**src/rtl/arbitro_rr_pkg.sv**
```systemverilog
// Shared encodings and constants for the round-robin arbiter of the 4-channel mux/demux path.
package arbitro_pkg;
    localparam int NUM_CH   = 4;
    localparam int SEL_BITS = 2;

    // Destination field positions for the default 4-bit word; the top derives them from DATA_BITS.
    localparam int DATA_BITS_DEF = 4;
    localparam int DEST_MSB      = DATA_BITS_DEF - 1;
    localparam int DEST_LSB      = DATA_BITS_DEF - SEL_BITS;

    typedef enum logic [1:0] {
        IDLE  = 2'd0,
        SEL   = 2'd1,
        CHECK = 2'd2,
        XFER  = 2'd3
    } arb_state_t;

    function automatic logic [NUM_CH-1:0] onehot(input logic [SEL_BITS-1:0] idx);
        logic [NUM_CH-1:0] v;
        v      = '0;
        v[idx] = 1'b1;
        return v;
    endfunction
endpackage

```
**src/rtl/arbitro_rr_if.sv**
```systemverilog
// Control/status bundle between the arbiter and the FIFO banks plus mux/demux datapath.
interface arbitro_rr_if #(parameter int DATA_BITS = 4);
    logic                 enb;
    logic [3:0]           fifo_empty;
    logic [3:0]           almost_full;
    logic [DATA_BITS-1:0] dato_mux;
    logic [1:0]           selectorMux;
    logic [1:0]           selectorDemux;
    logic [3:0]           pop;
    logic [3:0]           push;

    modport master (
        input  enb, fifo_empty, almost_full, dato_mux,
        output selectorMux, selectorDemux, pop, push
    );

    modport slave (
        output enb, fifo_empty, almost_full, dato_mux,
        input  selectorMux, selectorDemux, pop, push
    );
endinterface

```
**src/rtl/arbitro_rr_prioridad.sv**
```systemverilog
// Combinational round-robin search: first requester after i_ptr, wrapping, i_ptr itself last.
module rr_prioridad
    import arbitro_pkg::*;
(
    input  logic [SEL_BITS-1:0] i_ptr,
    input  logic [NUM_CH-1:0]   i_req,
    output logic [SEL_BITS-1:0] o_grant,
    output logic                o_valid
);
    logic [SEL_BITS-1:0] w_idx;

    // Walk from the farthest offset back to ptr+1 so the nearest requester is the last to write.
    always_comb begin
        o_grant = i_ptr;
        o_valid = 1'b0;
        w_idx   = '0;
        for (int k = NUM_CH; k >= 1; k--) begin
            w_idx = i_ptr + SEL_BITS'(k);
            if (i_req[w_idx]) begin
                o_grant = w_idx;
                o_valid = 1'b1;
            end
        end
    end
endmodule

```
**src/rtl/arbitro_rr.sv**
```systemverilog
// Round-robin arbiter: selects an input FIFO, checks destination space, then issues one-cycle pop/push.
module arbitro_rr
    import arbitro_pkg::*;
#(
    parameter int DATA_BITS = 4
)(
    input  logic          clk,
    input  logic          reset,
    arbitro_rr_if.master  bus
);
    arb_state_t          r_state, w_nxt_state;
    logic [SEL_BITS-1:0] r_ptr, w_nxt_ptr;
    logic [SEL_BITS-1:0] r_sel_mux, w_nxt_sel_mux;
    logic [SEL_BITS-1:0] r_sel_demux, w_nxt_sel_demux;
    logic [NUM_CH-1:0]   r_pop, w_nxt_pop;
    logic [NUM_CH-1:0]   r_push, w_nxt_push;

    logic [SEL_BITS-1:0] w_grant;
    logic                w_valid;
    logic [SEL_BITS-1:0] w_dest;

    assign w_dest = bus.dato_mux[DATA_BITS-1 -: SEL_BITS];

    rr_prioridad u_prio (
        .i_ptr   (r_ptr),
        .i_req   (~bus.fifo_empty),
        .o_grant (w_grant),
        .o_valid (w_valid)
    );

    always_ff @(posedge clk) begin
        if (reset) begin
            r_state     <= IDLE;
            r_ptr       <= 2'd3;
            r_sel_mux   <= '0;
            r_sel_demux <= '0;
            r_pop       <= '0;
            r_push      <= '0;
        end else begin
            r_state     <= w_nxt_state;
            r_ptr       <= w_nxt_ptr;
            r_sel_mux   <= w_nxt_sel_mux;
            r_sel_demux <= w_nxt_sel_demux;
            r_pop       <= w_nxt_pop;
            r_push      <= w_nxt_push;
        end
    end

    always_comb begin
        w_nxt_state     = r_state;
        w_nxt_ptr       = r_ptr;
        w_nxt_sel_mux   = r_sel_mux;
        w_nxt_sel_demux = r_sel_demux;
        w_nxt_pop       = '0;
        w_nxt_push      = '0;
        case (r_state)
            IDLE: begin
                if (bus.enb && w_valid) begin
                    w_nxt_sel_mux = w_grant;
                    w_nxt_state   = SEL;
                end
            end
            SEL: w_nxt_state = CHECK;
            CHECK: begin
                // Empty flag is re-read here so a FIFO drained meanwhile is never popped twice.
                if (!bus.enb || bus.fifo_empty[r_sel_mux]) begin
                    w_nxt_state = IDLE;
                end else if (bus.almost_full[w_dest]) begin
                    w_nxt_ptr   = r_sel_mux;
                    w_nxt_state = IDLE;
                end else begin
                    w_nxt_pop       = onehot(r_sel_mux);
                    w_nxt_push      = onehot(w_dest);
                    w_nxt_sel_demux = w_dest;
                    w_nxt_ptr       = r_sel_mux;
                    w_nxt_state     = XFER;
                end
            end
            XFER: begin
                if (bus.enb && w_valid) begin
                    w_nxt_sel_mux = w_grant;
                    w_nxt_state   = SEL;
                end else begin
                    w_nxt_state = IDLE;
                end
            end
            default: w_nxt_state = IDLE;
        endcase
    end

    assign bus.selectorMux   = r_sel_mux;
    assign bus.selectorDemux = r_sel_demux;
    assign bus.pop           = r_pop;
    assign bus.push          = r_push;
endmodule

```
**src/flat_wrapper.sv**
```systemverilog
// flat-port wrapper written by rule: the top's interface ports become plain ports
module arbitro_rr_flat import arbitro_pkg::*;
#(
    parameter int DATA_BITS = 4
)
  (clk, reset, bus_enb, bus_fifo_empty, bus_almost_full, bus_dato_mux, bus_selectorMux, bus_selectorDemux, bus_pop, bus_push);
  arbitro_rr_if #(.DATA_BITS(DATA_BITS)) bus_i ();
  input  logic clk;
  input  logic reset;
  input wire logic [$bits(bus_i.enb)-1:0] bus_enb;
  input wire logic [$bits(bus_i.fifo_empty)-1:0] bus_fifo_empty;
  input wire logic [$bits(bus_i.almost_full)-1:0] bus_almost_full;
  input wire logic [$bits(bus_i.dato_mux)-1:0] bus_dato_mux;
  output wire logic [$bits(bus_i.selectorMux)-1:0] bus_selectorMux;
  output wire logic [$bits(bus_i.selectorDemux)-1:0] bus_selectorDemux;
  output wire logic [$bits(bus_i.pop)-1:0] bus_pop;
  output wire logic [$bits(bus_i.push)-1:0] bus_push;
  assign bus_i.enb = bus_enb;
  assign bus_i.fifo_empty = bus_fifo_empty;
  assign bus_i.almost_full = bus_almost_full;
  assign bus_i.dato_mux = bus_dato_mux;
  assign bus_selectorMux = bus_i.selectorMux;
  assign bus_selectorDemux = bus_i.selectorDemux;
  assign bus_pop = bus_i.pop;
  assign bus_push = bus_i.push;
  arbitro_rr #(.DATA_BITS(DATA_BITS)) u_core (.clk(clk), .reset(reset), .bus(bus_i));
endmodule
```
**config.mk**
```make
export PLATFORM = sky130hd
export DESIGN_NAME = arbitro_rr_flat
export DESIGN_NICKNAME = d
export VERILOG_FILES = /design/src/rtl/arbitro_rr_pkg.sv /design/src/rtl/arbitro_rr_if.sv /design/src/rtl/arbitro_rr_prioridad.sv /design/src/rtl/arbitro_rr.sv /design/src/flat_wrapper.sv
export SDC_FILE = /design/constraint.sdc
export NUM_CORES = 1
export LEC_CHECK = 0
export CAP_MARGIN = 20
export CORE_ASPECT_RATIO = 1.2
export CORE_UTILIZATION = 33
export CTS_CLUSTER_SIZE = 8
export DETAILED_ROUTE_END_ITERATION = 10
export DONT_BUFFER_PORTS = 1
export GPL_ROUTABILITY_DRIVEN = 0
export PLACE_DENSITY_LB_ADDON = 0.2
export SETUP_SLACK_MARGIN = 0.4
export SYNTH_ARGS = -nofsm -noshare
export SYNTH_HDL_FRONTEND = slang
export SYNTH_SLANG_ARGS = --single-unit
```
**constraint.sdc**
```tcl
create_clock -name clk -period 1.5 [get_ports clk]
set_input_delay 0.075 -clock clk [delete_from_list [all_inputs] [get_ports clk]]
set_output_delay 0.075 -clock clk [all_outputs]
set_load 0.05 [all_outputs]
```
Word level (Yosys, flattened, before mapping)
Index checks and enable logic that the tools add are counted.
Widths: inputs -> output; s select.
{"block": "totals", "ff_bits": 16, "inputBits": 15, "word_cells": 64, "output_inout_bits": 12}
{"block": "op_classes", "eq_ne": 4, "n_reduce_logical": 11, "bitwise_logic": 4, "magnitude_cmp": 8, "mux": 28, "addsub": 3}
{"op": "$lt 2x3->1 const B", "n": 6}
{"op": "$mux 1", "n": 13}
{"op": "$bmux 1 s2", "n": 6}
{"op": "$mux 2", "n": 6}
{"op": "$pmux 2 s4", "n": 1}
{"op": "$add 2x2->2 const B", "n": 2}
{"op": "$demux 1 s2", "n": 2}
{"op": "$eq 2x2->1 const B", "n": 2}
{"op": "$ge 2x1->1 const B", "n": 2}
{"op": "$not 4->4", "n": 1}
{"op": "$reduce_and 2->1", "n": 2}
{"op": "$reduce_or 4->1", "n": 1}
{"op": "$logic_and 1x1->1", "n": 3}
{"op": "$not 1->1", "n": 3}
{"op": "$reduce_and 3->1", "n": 1}
{"op": "$add 2x1->2 const B", "n": 1}
{"op": "$eq 2x1->1 const B", "n": 1}
{"op": "$logic_not 2->1", "n": 1}
{"op": "$ne 2x1->1 const B", "n": 1}
{"op": "$reduce_or 2->1", "n": 1}
{"op": "$logic_not 1->1", "n": 1}
{"op": "$logic_or 1x1->1", "n": 1}

Depth between registers and ports, before layout
{"block": "depth", "ltp_word": 10, "mapped_depth": 7, "ltp_nobuf": 6}

Hierarchy
Synthesis repeated with hierarchy kept, for this count alone.
{"block": "hier_totals", "hier_cells": 86, "area_unflattened_um2": 778.2}
{"module": "arbitro_rr", "area_each_um2": 695.7, "seq_area_each_um2": 320.3, "cells_per_inst": 72, "n_inst": 1}
{"module": "rr_prioridad", "area_each_um2": 82.6, "seq_area_each_um2": 0.0, "cells_per_inst": 14, "n_inst": 1}

Worst setup path before layout
OpenSTA, ideal clock, no wires.
{"block": "synth_path", "kind": "reg-to-reg", "startpoint": "register u_core.r_sel_mux[1] (netlist: u_core.bus.selectorMux[1])", "endpoint": "register u_core.r_state[0]", "setup_time_ps": 88, "path_buffers": 2, "synth_period_minus_slack_ps": 1897, "t_arrival_ps": 1808, "setup_slack_ps": -397, "path_stages_with_launch": 7, "t_required_ps": 1412, "cell_sequence": "dfxtp_1 buf_2 mux2i_1 a22oi_1 or2_4 buf_6 a311oi_2"}
{"block": "synth_via", "elab_chain_len": 5}
{"item": "from (decl)", "line_no": "arbitro_rr.sv:13", "rtl": "logic [SEL_BITS-1:0] r_sel_mux, w_nxt_sel_mux;"}
{"item": "from (signal assigned)", "line_no": "arbitro_rr.sv:42", "rtl": "r_sel_mux <= w_nxt_sel_mux;"}
{"item": "$bmux 1 s2", "line_no": "arbitro_rr.sv:66", "rtl": "if (!bus.enb || bus.fifo_empty[r_sel_mux]) begin"}
{"item": "$mux 1 (not written as such)", "line_no": "arbitro_rr.sv:66"}
{"item": "$logic_or 1x1->1", "line_no": "arbitro_rr.sv:66"}
{"item": "$mux 2", "line_no": "arbitro_rr.sv:66"}
{"item": "$pmux 2 s4", "line_no": "arbitro_rr.sv:56", "rtl": "case (r_state)"}
{"item": "to (signal assigned)", "line_no": "arbitro_rr.sv:40", "rtl": "r_state <= w_nxt_state;"}
{"item": "to (decl)", "line_no": "arbitro_rr.sv:11", "rtl": "arb_state_t r_state, w_nxt_state;"}
No other way between the ends. The select of a mux whose other input is x is not followed.
A chain may end at the register's enable or synchronous reset.

Worst setup path in the final report
{"block": "layout_path", "startpoint": "register u_core.r_state[0]", "endpoint": "register u_core.r_state[0]"}
{"block": "layout_via", "elab_chain_len": 2, "word_cells_on_any_way": 6, "cone_classes": "eq/ne: 4; mux: 1; reduce/logical: 1"}
{"item": "$eq 2x2->1 (tied with other cells)", "line_no": "arbitro_rr.sv:56"}
{"item": "$pmux 2 s4 / $ne 2x1->1 (equally long branches)"}
Several ways; a longest one is shown, not always the timed one.

==> metrics <==
peak supply drop slightly below 400 uV; via/cell ratio 5.24; PortBufs 0; Cell Area, Placed around 900 um2; Pre-antenna DRT Iters 4; Starting DRT DRC Count 13; worst-margin pin slew 476 ps; Worst EP required 1700 ps; Fin Hold WS -154 ps; Leak about 0.42 nW; Synth Cell Area 820 um2; cells taking the most area after synthesis dfxtp_1 (39%), ha_1 (6.1%), nor4_2 (4.6%); drt drc 0; final instance area 1100 um2; met3 Use GR 4.50%; met2 Track Usage GR 23.3%; Seq/Total Area, Yosys roughly two fifths; slowest CP cell dfxtp_2; Slew headroom 68.2%; Final min period 1450 ps; Max Fclk 687 MHz; clk slew on worst S/H paths roughly 90 ps; WL/cell 13.5 um; Die H between 50 and 60 um; diode count 0; crit start category flip-flop; Final ANT Viol Nets 0; Worst-Skew Late Latency 280 ps; final max-slew violation count 0; nets@finish 118; total gr overflow 0; GR Util All Layers 13.9%; CTS Root Cell clkbuf_4; CTS tree done; area share of the largest cell type after synthesis 39.1%; Cells after Synth 83; Die ar. between 2000 and 3000 um2; Die Width 47.5 um; initial antenna violation count 0; hold_buf cts 2; Synth-to-Final Area Change 34.5%; EDFF count, synth 0; fin crit share 97.0%; critical path cell sequence inv_4 > ha_4 > and3b_1 > a22oi_2 > or2_4 > a311oi_2; Ys Warns 0; Rows 19; hold violation total from the final report 12; first-pass GRT wire length 2.68 mm; clock skew 1.03 ps; DPL Wire Length 1.18 mm; violated checks negative hold slack; outcome complete, but fails checks; RSZ-0062 raised after global routing true; Sink Count 16; met1 Usage GRT 15.1%; share of layout cells above drive strength 1 46.9%; final setup fails 0; area leader, netlist dfxtp_1; largest net degree at the start of global routing 20; Critical Setup Path Class reg -> reg; crit path DAT 1650 ps; final wirelength 1.75 mm; cell with the most instances after synthesis dfxtp_1; routed vias between 600 and 700; Max-Cap Viols 0; GRT busiest layer met2; Netlist cell types 36; CP Max Fanout 6; H-tree depth 1; vias in the first global route between 600 and 700; clock buffer depth 2; Crit path largest cell delay between 300 and 400 ps; Syn Area/Cell 9.87 um2; pwr dens around 950 nW/um2; total CTS buffers 3; Synth Register Bits 16; core area 2330 um2; IO Pins 27; post-synthesis async set-or-reset flop share 0%; Main synth FF type dfxtp_1; Synthesized Nets slightly above 100; Post-synth top cells dfxtp_1 (16), o21ai_0 (6), inv_1 (5), nor2_1 (5), nor3_1 (5); Starting Density 35.2%; crit end category flip-flop; Hold Crit Class in -> reg
metrics by stage:
stage | TNS (ps) | power [mW] | cells | setup slack, ps | util, %
after global routing | -14.2 | 1.11 | 129 | -14.2 | 47.3
after global placement | -13.0 | 0.677 | 119 | -9.76 | 39.4
final | 0 | 1.05 | 129 | 45.0 | 47.3
after CTS | 0 | 1.01 | 128 | 6.17 | 44.7
after detailed placement | -46.8 | 0.684 | 119 | -26.8 | 39.4
after floorplan | -197 | 0.637 | 83 | -59.1 | -
timing repair:
action                                  in CTS  in global routing
pin swaps                                    8                 13
gates cloned                                 1                  0
endpoints found under the hold margin       15                 12
setup buffers                                2                  1
gates resized for setup                     11                 11
endpoints found under the setup margin      16                 17
cell type report:
cell class                 count  area (um2)
fill                         236        1230
multi-input combinational     59         558
sequential                    16         330
timing repair buffer          14         118
tap                           31        38.8
clock buffer                   4        36.3
inverter                       5        21.3
final timing paths:
kind | slack (ps) | startpoint | cells past startpoint | end
min reg2reg | 600 | u_core.r_ptr[0] | 2 | u_core.r_ptr[0]
max | 50 | u_core.r_state[0] | 6 | u_core.r_state[0]
min | -150 | reset | 1 | u_core.r_state[0]
max reg2reg | 50 | u_core.r_state[0] | 6 | u_core.r_state[0]
cell families (layout without fill, tap and decap cells):
family | Yosys count | in the layout | synth area share, %
and+or+nand+nor | 29 | 30 | 22.9
AOI/OAI and AO/OA | 20 | 20 | 18.9
DFF | 16 | 16 | 39.1
buffers and inverters | 9 | 23 | 5.19
muxes | 5 | 5 | 7.79
adders and majority gates | 4 | 4 | 6.11
report_power, final:
part / total (mW) / leakage [nW] / internal, mW / switching [mW]
clock network: 0.282 / 0.0210 / 0.147 / 0.134
logic: 0.295 / 0.269 / 0.148 / 0.147
registers: 0.472 / 0.132 / 0.448 / 0.0240
registers in the layout, summed over array words and instances, names as in the netlist:
| signal | count |
|---|---|
| u_core.bus.selectorMux | 2 |
| u_core.r_ptr | 2 |
| u_core.bus.pop | 4 |
| u_core.bus.push | 4 |
| u_core.bus.selectorDemux | 2 |
| u_core.r_state | 2 |
cells in the final DEF (no fill, tap or decap), types with 2 or more instances in the layout:
master	netlist	routed
ha_1	4	2
ha_4	0	2
mux2i_2	0	2
clkbuf_4	0	3
or2_4	1	2
nor2b_1	4	4
nand2_1	3	3
inv_1	5	3
o21ai_0	6	4
buf_4	0	11
dfxtp_2	0	2
dfxtp_4	0	2
nor2_1	5	5
dlygate4sd3_1	0	2
a21oi_1	2	2
nor4b_2	0	2
nor3_2	0	2
dfxtp_1	16	12
nor4_2	3	3
o21ai_2	0	2
nor3_1	5	2
layer usage:
| layer | up-vias | share of wire, % |
|---|---|---|
| met5 | - | 0 |
| met4 | 0 | 0.97 |
| met3 | 2 | 4.8 |
| met2 | 16 | 53 |
| met1 | 323 | 41 |
| li1 | 335 | - |
critical path, delay by kind of cell, from the launching register on:
family,cells,cell delay (ps)
AO/OA/AOI/OAI,2,370
adder cells (fa/ha/maj),1,110
buffers and inverters,1,60
flip-flops,1,350
AND/OR/NAND/NOR,2,470
Power figures use the tool's default switching activity.
